### src/rtl/record_player_pkg.sv
// record_player_pkg: constants shared by the piano record/read-mode blocks.
//   - mode_read        : global mode code for read (playback) mode
//   - n_space .. n_q1  : 3-bit note codes, n_space is silence
//   - oct_*            : 2-bit octave codes
//   - DUR_LSB/NOTE_LSB/OCT_LSB : record RAM entry field offsets, shared with the
//     record (writer) module. note_lsb()/oct_lsb() give the same offsets for a
//     non-default duration width.
package record_player_pkg;

   localparam logic [2:0] mode_read = 3'b111;

   localparam logic [2:0] n_space = 3'd0;
   localparam logic [2:0] n_do    = 3'd1;
   localparam logic [2:0] n_re    = 3'd2;
   localparam logic [2:0] n_mi    = 3'd3;
   localparam logic [2:0] n_fa    = 3'd4;
   localparam logic [2:0] n_so    = 3'd5;
   localparam logic [2:0] n_la    = 3'd6;
   localparam logic [2:0] n_q1    = 3'd7;

   localparam logic [1:0] oct_mid  = 2'b00;
   localparam logic [1:0] oct_high = 2'b01;
   localparam logic [1:0] oct_low  = 2'b10;

   // Entry layout: {octave[1:0], note[2:0], dur[DUR_W-1:0]}
   localparam int unsigned REC_DUR_W = 8;

   function automatic int unsigned note_lsb(input int unsigned dur_w);
      return dur_w;
   endfunction

   function automatic int unsigned oct_lsb(input int unsigned dur_w);
      return dur_w + 3;
   endfunction

   localparam int unsigned DUR_LSB  = 0;
   localparam int unsigned NOTE_LSB = REC_DUR_W;
   localparam int unsigned OCT_LSB  = REC_DUR_W + 3;

endpackage

### src/rtl/record_player_tick_gen.sv
// record_player_tick_gen: free-running prescaler with synchronous clear.
//   clk    : clock
//   rst_n  : asynchronous active-low reset
//   clr_i  : synchronous clear; counter restarts from 0 on the next edge
//   tick_o : high for one cycle when the counter sits at TICK_DIV-1
// After a clear the first tick appears TICK_DIV cycles later.
module record_player_tick_gen #(
   parameter int unsigned TICK_DIV = 5_000_000
) (
   input  logic clk,
   input  logic rst_n,
   input  logic clr_i,
   output logic tick_o
);

   localparam int unsigned CntW = (TICK_DIV > 1) ? $clog2(TICK_DIV) : 1;
   localparam logic [CntW-1:0] CntMax = CntW'(TICK_DIV - 1);

   logic [CntW-1:0] cnt_q, cnt_d;

   // tick_o must not depend on clr_i: the owner derives clr_i from a next state
   // that itself depends on tick_o.
   always_comb begin
      tick_o = (cnt_q == CntMax);
      if (clr_i) begin
         cnt_d = '0;
      end else if (cnt_q == CntMax) begin
         cnt_d = '0;
      end else begin
         cnt_d = cnt_q + 1'b1;
      end
   end

   always_ff @(posedge clk or negedge rst_n) begin
      if (!rst_n) begin
         cnt_q <= '0;
      end else begin
         cnt_q <= cnt_d;
      end
   end

endmodule

### src/rtl/record_player.sv
// record_player: read-mode playback engine. Walks the record RAM from entry 0,
// plays each note for dur ticks (dur 0 counts as 1), inserts GAP_TICKS silent
// ticks between notes and pulses done at the end of each pass.
//   clk, rst_n          : clock, asynchronous active-low reset
//   mode                : global mode; anything but mode_read aborts to IDLE
//   start, stop         : one-cycle command pulses (stop wins over start)
//   rec_len             : number of valid entries, 0..DEPTH
//   rd_en, rd_addr      : RAM read port; rd_data valid one cycle after rd_en
//   play_num_note       : note code to buzzer/LEDs, n_space when silent
//   play_octave         : octave code, oct_mid when silent
//   play_idx            : entry index while playing, 0 otherwise
//   busy                : high outside IDLE and DONE
//   done                : one-cycle pulse when a pass completes
// Build option: define RECORD_PLAYER_LOOP_EN to restart from entry 0 after the
// last entry instead of stopping in DONE (done still pulses once per pass).
module record_player
   import record_player_pkg::*;
#(
   parameter int unsigned DEPTH     = 32,
   parameter int unsigned ADDR_W    = 5,
   parameter int unsigned DUR_W     = REC_DUR_W,
   parameter int unsigned TICK_DIV  = 5_000_000,
   parameter int unsigned GAP_TICKS = 1
) (
   input  logic              clk,
   input  logic              rst_n,
   input  logic [2:0]        mode,
   input  logic              start,
   input  logic              stop,
   input  logic [ADDR_W:0]   rec_len,
   output logic              rd_en,
   output logic [ADDR_W-1:0] rd_addr,
   input  logic [4+DUR_W:0]  rd_data,
   output logic [2:0]        play_num_note,
   output logic [1:0]        play_octave,
   output logic [ADDR_W-1:0] play_idx,
   output logic              busy,
   output logic              done
);

   localparam int unsigned NoteLsb = note_lsb(DUR_W);
   localparam int unsigned OctLsb  = oct_lsb(DUR_W);
   localparam int unsigned GapW    = (GAP_TICKS > 0) ? $clog2(GAP_TICKS + 1) : 1;

   typedef enum logic [2:0] {
      StIdle,
      StFetch,
      StWait,
      StPlay,
      StGap,
      StDone
   } state_e;

   state_e              state_q, state_d;
   logic [ADDR_W-1:0]   idx_q, idx_d;
   logic [2:0]          note_q, note_d;
   logic [1:0]          oct_q, oct_d;
   logic [DUR_W-1:0]    dur_q, dur_d;
   logic [GapW-1:0]     gap_q, gap_d;
   logic                done_q, done_d;

   logic                tick;
   logic                tick_clr;
   logic                abort;
   logic                adv;
   logic                last;
   logic [ADDR_W:0]     idx_inc;
   logic [DUR_W-1:0]    rd_dur;

   assign abort   = stop || (mode != mode_read);
   assign idx_inc = {1'b0, idx_q} + {{ADDR_W{1'b0}}, 1'b1};
   assign last    = (idx_inc >= rec_len);
   assign rd_dur  = rd_data[DUR_LSB +: DUR_W];

   // Prescaler restarts on every state change so each state's first tick
   // lands exactly TICK_DIV cycles after entry.
   assign tick_clr = (state_d != state_q);

   record_player_tick_gen #(
      .TICK_DIV (TICK_DIV)
   ) u_tick_gen (
      .clk    (clk),
      .rst_n  (rst_n),
      .clr_i  (tick_clr),
      .tick_o (tick)
   );

   always_comb begin
      state_d = state_q;
      idx_d   = idx_q;
      note_d  = note_q;
      oct_d   = oct_q;
      dur_d   = dur_q;
      gap_d   = gap_q;
      done_d  = 1'b0;
      adv     = 1'b0;

      unique case (state_q)
         StIdle, StDone: begin
            if (start) begin
               if (rec_len == '0) begin
                  state_d = StDone;
                  done_d  = 1'b1;
               end else begin
                  state_d = StFetch;
                  idx_d   = '0;
               end
            end
         end
         StFetch: state_d = StWait;
         StWait: begin
            note_d  = rd_data[NoteLsb +: 3];
            oct_d   = rd_data[OctLsb +: 2];
            dur_d   = (rd_dur == '0) ? DUR_W'(1) : rd_dur;
            state_d = StPlay;
         end
         StPlay: begin
            if (tick) begin
               if (dur_q <= DUR_W'(1)) begin
                  if (GAP_TICKS == 0) begin
                     adv = 1'b1;
                  end else begin
                     state_d = StGap;
                     gap_d   = GapW'(GAP_TICKS);
                  end
               end else begin
                  dur_d = dur_q - 1'b1;
               end
            end
         end
         StGap: begin
            if (tick) begin
               if (gap_q <= GapW'(1)) begin
                  adv = 1'b1;
               end else begin
                  gap_d = gap_q - 1'b1;
               end
            end
         end
         default: state_d = StIdle;
      endcase

      if (adv) begin
         if (!last) begin
            state_d = StFetch;
            idx_d   = idx_inc[ADDR_W-1:0];
         end else begin
            done_d = 1'b1;
`ifdef RECORD_PLAYER_LOOP_EN
            state_d = StFetch;
            idx_d   = '0;
`else
            state_d = StDone;
`endif
         end
      end

      if (abort) begin
         state_d = StIdle;
         done_d  = 1'b0;
      end
   end

   always_ff @(posedge clk or negedge rst_n) begin
      if (!rst_n) begin
         state_q <= StIdle;
         idx_q   <= '0;
         note_q  <= n_space;
         oct_q   <= oct_mid;
         dur_q   <= '0;
         gap_q   <= '0;
         done_q  <= 1'b0;
      end else begin
         state_q <= state_d;
         idx_q   <= idx_d;
         note_q  <= note_d;
         oct_q   <= oct_d;
         dur_q   <= dur_d;
         gap_q   <= gap_d;
         done_q  <= done_d;
      end
   end

   // Outputs decode from registered state only, so reset silences them at once.
   always_comb begin
      rd_en         = (state_q == StFetch);
      rd_addr       = idx_q;
      play_num_note = n_space;
      play_octave   = oct_mid;
      play_idx      = '0;
      if (state_q == StPlay) begin
         play_num_note = note_q;
         play_octave   = oct_q;
         play_idx      = idx_q;
      end
      busy = !(state_q inside {StIdle, StDone});
      done = done_q;
   end

endmodule
### config.mk
export PLATFORM = sky130hd
export DESIGN_NAME = record_player
export DESIGN_NICKNAME = d
export VERILOG_FILES = /design/src/rtl/record_player_pkg.sv /design/src/rtl/record_player_tick_gen.sv /design/src/rtl/record_player.sv
export SDC_FILE = /design/constraint.sdc
export NUM_CORES = 1
export LEC_CHECK = 0
export CORE_ASPECT_RATIO = 1.2
export CORE_MARGIN = 1.5
export CORE_UTILIZATION = 49
export CTS_CLUSTER_DIAMETER = 200
export DETAILED_ROUTE_END_ITERATION = 8
export HOLD_SLACK_MARGIN = 0.15
export PLACE_DENSITY = 0.77
export RECOVER_POWER = 100
export SLEW_MARGIN = 20
export SYNTH_ARGS = -nofsm -noshare
export SYNTH_HDL_FRONTEND = slang
export SYNTH_HIERARCHICAL = 1
export SYNTH_SLANG_ARGS = --single-unit
### constraint.sdc
create_clock -name clk -period 3.3 [get_ports clk]
set_input_delay 0.66 -clock clk [delete_from_list [all_inputs] [get_ports clk]]
set_output_delay 0.66 -clock clk [all_outputs]
set_load 0.03 [all_outputs]
==> summary.md <==
| Metric | Value |
|---|---|
| Crit start category | flop |
| Largest family of logic cells by synthesized area | simple AND/OR/NAND/NOR gates |
| Worst hold path type | flop to flop |
| Sequential cell area fraction in the yosys report | 40.6% |
| Clk_lat worst skew | 300 ps |
| H-tree levels | 2 |
| Die extent in y | 85.5 um |
| Count of cells resized by post-cts repair | 0 |
| Register area | 1130 sq um |
| DRC Markers | 0 |
| Largest net degree at the start of global routing | 46 |
| CP Max Fanout | 22 |
| Post-Synthesis Cells | 291 |
| Worst path slowest cell | or4_1 |
| TNS Setup | 0 ps |
| Tot Pwr | 0.00134 W |
| Cts hold-fix bufs | 0 |
| Setup violators final | 0 |
| Initial antenna violation count | 0 |
| Worst R2R Start | rd_addr[0]$_DFF_PN0_ |
| Post-synth EDFFs | 0 |
| Clock-pin slew on the worst setup and hold paths | 90 ps |
| Placement Cell Area | 3260 sq um |
| Vias in the first global route | 2407 |
| Violated checks | capacitance limit, slew limit |
| WS Path Type | flop to flop |
| RSZ-0062 raised after global routing | false |
| Area leader, netlist | dfrtp_1 |
| Number of port buffers | 43 |
| Main synth FF type | dfrtp_1 |
| Minimum clock period | 3010 ps |
| Mux contribution to synthesized area | 3.15% |
| Slew at the pin closest to its max-slew limit | 2420 ps |
| DP Wirelength | 4380 um |
| TritonCTS clock tree | yes |
| Slowest stage delay, CP | 510 ps |
| Synth Area in Simple Gates | 26.3% |
| Post-synthesis register bit count | 45 |
| CTS Buffer Depth | 2 |
| Synth async-reset ratio | 100% |
| Yosys cell types | 57 |
| Layout cell share with drive strength beyond 1 | 10.3% |
| Initial DRC count | 74 |
| Hold Fails Final Rpt | 0 |
| Routed Antenna Nets | 0 |
| Tcrit/Tclk final | 91.3% |
| Most common cell after layout, fill and taps aside | dfrtp_1 |
| Synth top area share | 40.6% |
| Crit. End Element | flop |
| Stages on worst setup path | 13 |
| CP arrival | 3210 ps |
| Post-CTS setup buffer count | 0 |
| Routed length per instance | 15.2 um |
| Synthesized area | 2780 sq um |
| Post-Route WL | 6110 um |
| Critical Path RT | 3490 ps |
| Nets@finish | 375 |
| Antenna diodes | 0 |
| Max cap viols | 1 |
| Post-layout util | 62.9% |
| Max frequency | 332 MHz |
| Core footprint | 5370 sq um |
| GR Overflow Total | 0 |
| Final instance area | 3380 sq um |
| Gr usage total | 21.7% |
| Fillers | 471 |
| Synth Area in Compound Gates | 15.4% |
| Vias | 2349 |
| Synthesized netlist net count | 327 |
| FP Rows | 29 |
| Hold_sp | u_tick_gen/cnt_q[0]$_DFF_PN0_ |
| Layout Cells excl Fill | 402 |
| Hold depth | 1 |
| Max-slew violations | 46 |
| Worst Path Buf+Inv | 2 |
| Initial DRT Pass Iterations | 6 |
| Die area | 6130 sq um |
| Inst Count DP | 394 |
| Area contributors post-synth | dfrtp_1, ha_1, nor2_1 |
| Adder-cell share of the synthesized area | 4.51% |
| Xor/xnor share of the synthesized area | 5.95% |
| Synth warn | 6 |
| Critical-path cell list | ha_1 > nor2b_1 > or2_2 > ha_1 > nand2_1 > o21ai_1 > a21oi_2 > or4_1 > nand3_1 > inv_1 > o41ai_1 > buf_6 > nor2_1 |
| Worst path most repeated cell | ha_1 |
| Cells on worst reg2reg path | 13 |
| Pleak | 1.46 nW |
| PD cells | 397 nW/um^2 |
| I/O pin cnt | 44 |
| Global-route wire length before repair | 10700 um |
| Starting Density | 51.7% |
| Worst-case clock skew | 8.95 ps |
| Synth-to-layout area growth | 21.6% |
| Final GP Congestion | 0.812 |
| Clk Tree Root Cell | clkbuf_8 |
| Clk sinks | 45 |
| Syn_area_per_cell | 9.54 sq um |
| Max_slew headroom | -61.5% |
| Area taken by multi-input logic gates | 1510 sq um |
| Worst vdd ir | 327 uV |
| Most frequent cells in the layout | dfrtp_1, nor2_1, clkdlybuf4s50_1 |
| Largest delay share family, worst path | simple AND/OR/NAND/NOR gates |
| CP startpoint | rd_addr[0]$_DFF_PN0_ |
| Status | finished with violations |
| Vias/cell | 5.84 |
| CTS Buf Count | 5 |
| Die extent in x | 71.7 um |
[per-layer routing]
metal / part of all wire, % / track usage, % / wire length (um) / up-vias
met5: 0 / 0 / 0 / -
met4: 1.2 / 6.86 / 73 / 0
met3: 3.2 / 4.51 / 198 / 8
met2: 51 / 37.9 / 3100 / 36
met1: 45 / 26.7 / 2740 / 1147
li1: - / - / - / 1158
[registers in the layout (all words and copies together), names as in the netlist]
register and count:
state_q 3, oct_q 2, note_q 3, u_tick_gen/cnt_q 23
dur_q 8, done 1, rd_addr 5
[cell usage after synthesis (2+ instances only)]
| cell type | instances |
|---|---|
| or2_2 | 2 |
| nand3_1 | 17 |
| nor2b_1 | 4 |
| o21bai_1 | 2 |
| mux2_2 | 6 |
| a2111oi_0 | 2 |
| buf_6 | 3 |
| nor4_1 | 8 |
| xor2_1 | 7 |
| nand4b_1 | 2 |
| or3_4 | 2 |
| and4_1 | 2 |
| mux2i_1 | 2 |
| dfrtp_1 | 45 |
| a22oi_1 | 4 |
| and2_1 | 10 |
| nand4_1 | 6 |
| buf_2 | 3 |
| a21oi_1 | 13 |
| a22o_1 | 3 |
| a211oi_1 | 2 |
| or3_1 | 3 |
| nor2_1 | 32 |
| inv_1 | 15 |
| a41oi_1 | 2 |
| o21ai_0 | 15 |
| or4_1 | 5 |
| o21ba_2 | 2 |
| nor3_1 | 8 |
| xnor2_1 | 10 |
| o31ai_1 | 4 |
| ha_1 | 10 |
| and3_1 | 2 |
| nand2_1 | 15 |
[layout make-up]
| type | count | area share, % |
|---|---|---|
| timing repair buffer | 49 | 13.9 |
| clock inverter | 3 | 2.04 |
| sequential | 45 | 33.3 |
| multi-input combinational | 223 | 44.7 |
| inverter | 15 | 1.67 |
| clock buffer | 5 | 2.04 |
| tap | 62 | 2.30 |
[worst paths after layout]
path                       slack [ps]                             end
min in group asynchronous        1080                  done$_DFF_PN0_
max                               290  u_tick_gen/cnt_q[11]$_DFF_PN0_
min reg2reg                       500   u_tick_gen/cnt_q[0]$_DFF_PN0_
min                               500   u_tick_gen/cnt_q[0]$_DFF_PN0_
max reg2reg                       290  u_tick_gen/cnt_q[11]$_DFF_PN0_
max in group asynchronous         830            oct_q[1]$_DFFE_PN0P_
[worst register-to-register path, stage by stage, from the launching register on]
cell and delay (ps):
dfrtp_1 470, ha_1 260, nor2b_1 140, or2_2 280
ha_1 290, nand2_1 60, o21ai_1 220, a21oi_2 120
or4_1 510, nand3_1 110, inv_1 50, o41ai_1 70
buf_6 260, nor2_1 80
[power breakdown]
part           total, W  internal, W  leakage (nW)  switching (W)
sequential     0.000662     0.000601         0.592      0.0000612
combinational  0.000171    0.0000864         0.803      0.0000849
clock          0.000507     0.000305        0.0687       0.000202
total           0.00134     0.000992          1.46       0.000348
[cells by family (layout without fill, tap and decap cells)]
logic type                 after synthesis  count (layout)
AOI/OAI and AO/OA                       60              60
xor gates and xnor gates                18              18
adders and majority gates               10              10
buffers and inverters                   23              72
DFF                                     45              45
muxes                                    8               8
and+or+nand+nor                        127             127
[through the flow]
step	worst slack [ps]	hold slack, ps
after floorplan	267	364
after global placement	241	481
after detailed placement	192	493
after CTS	173	508
after global routing	55.8	537
final	287	505
Note: power is estimated with default switching activity, not from simulation.
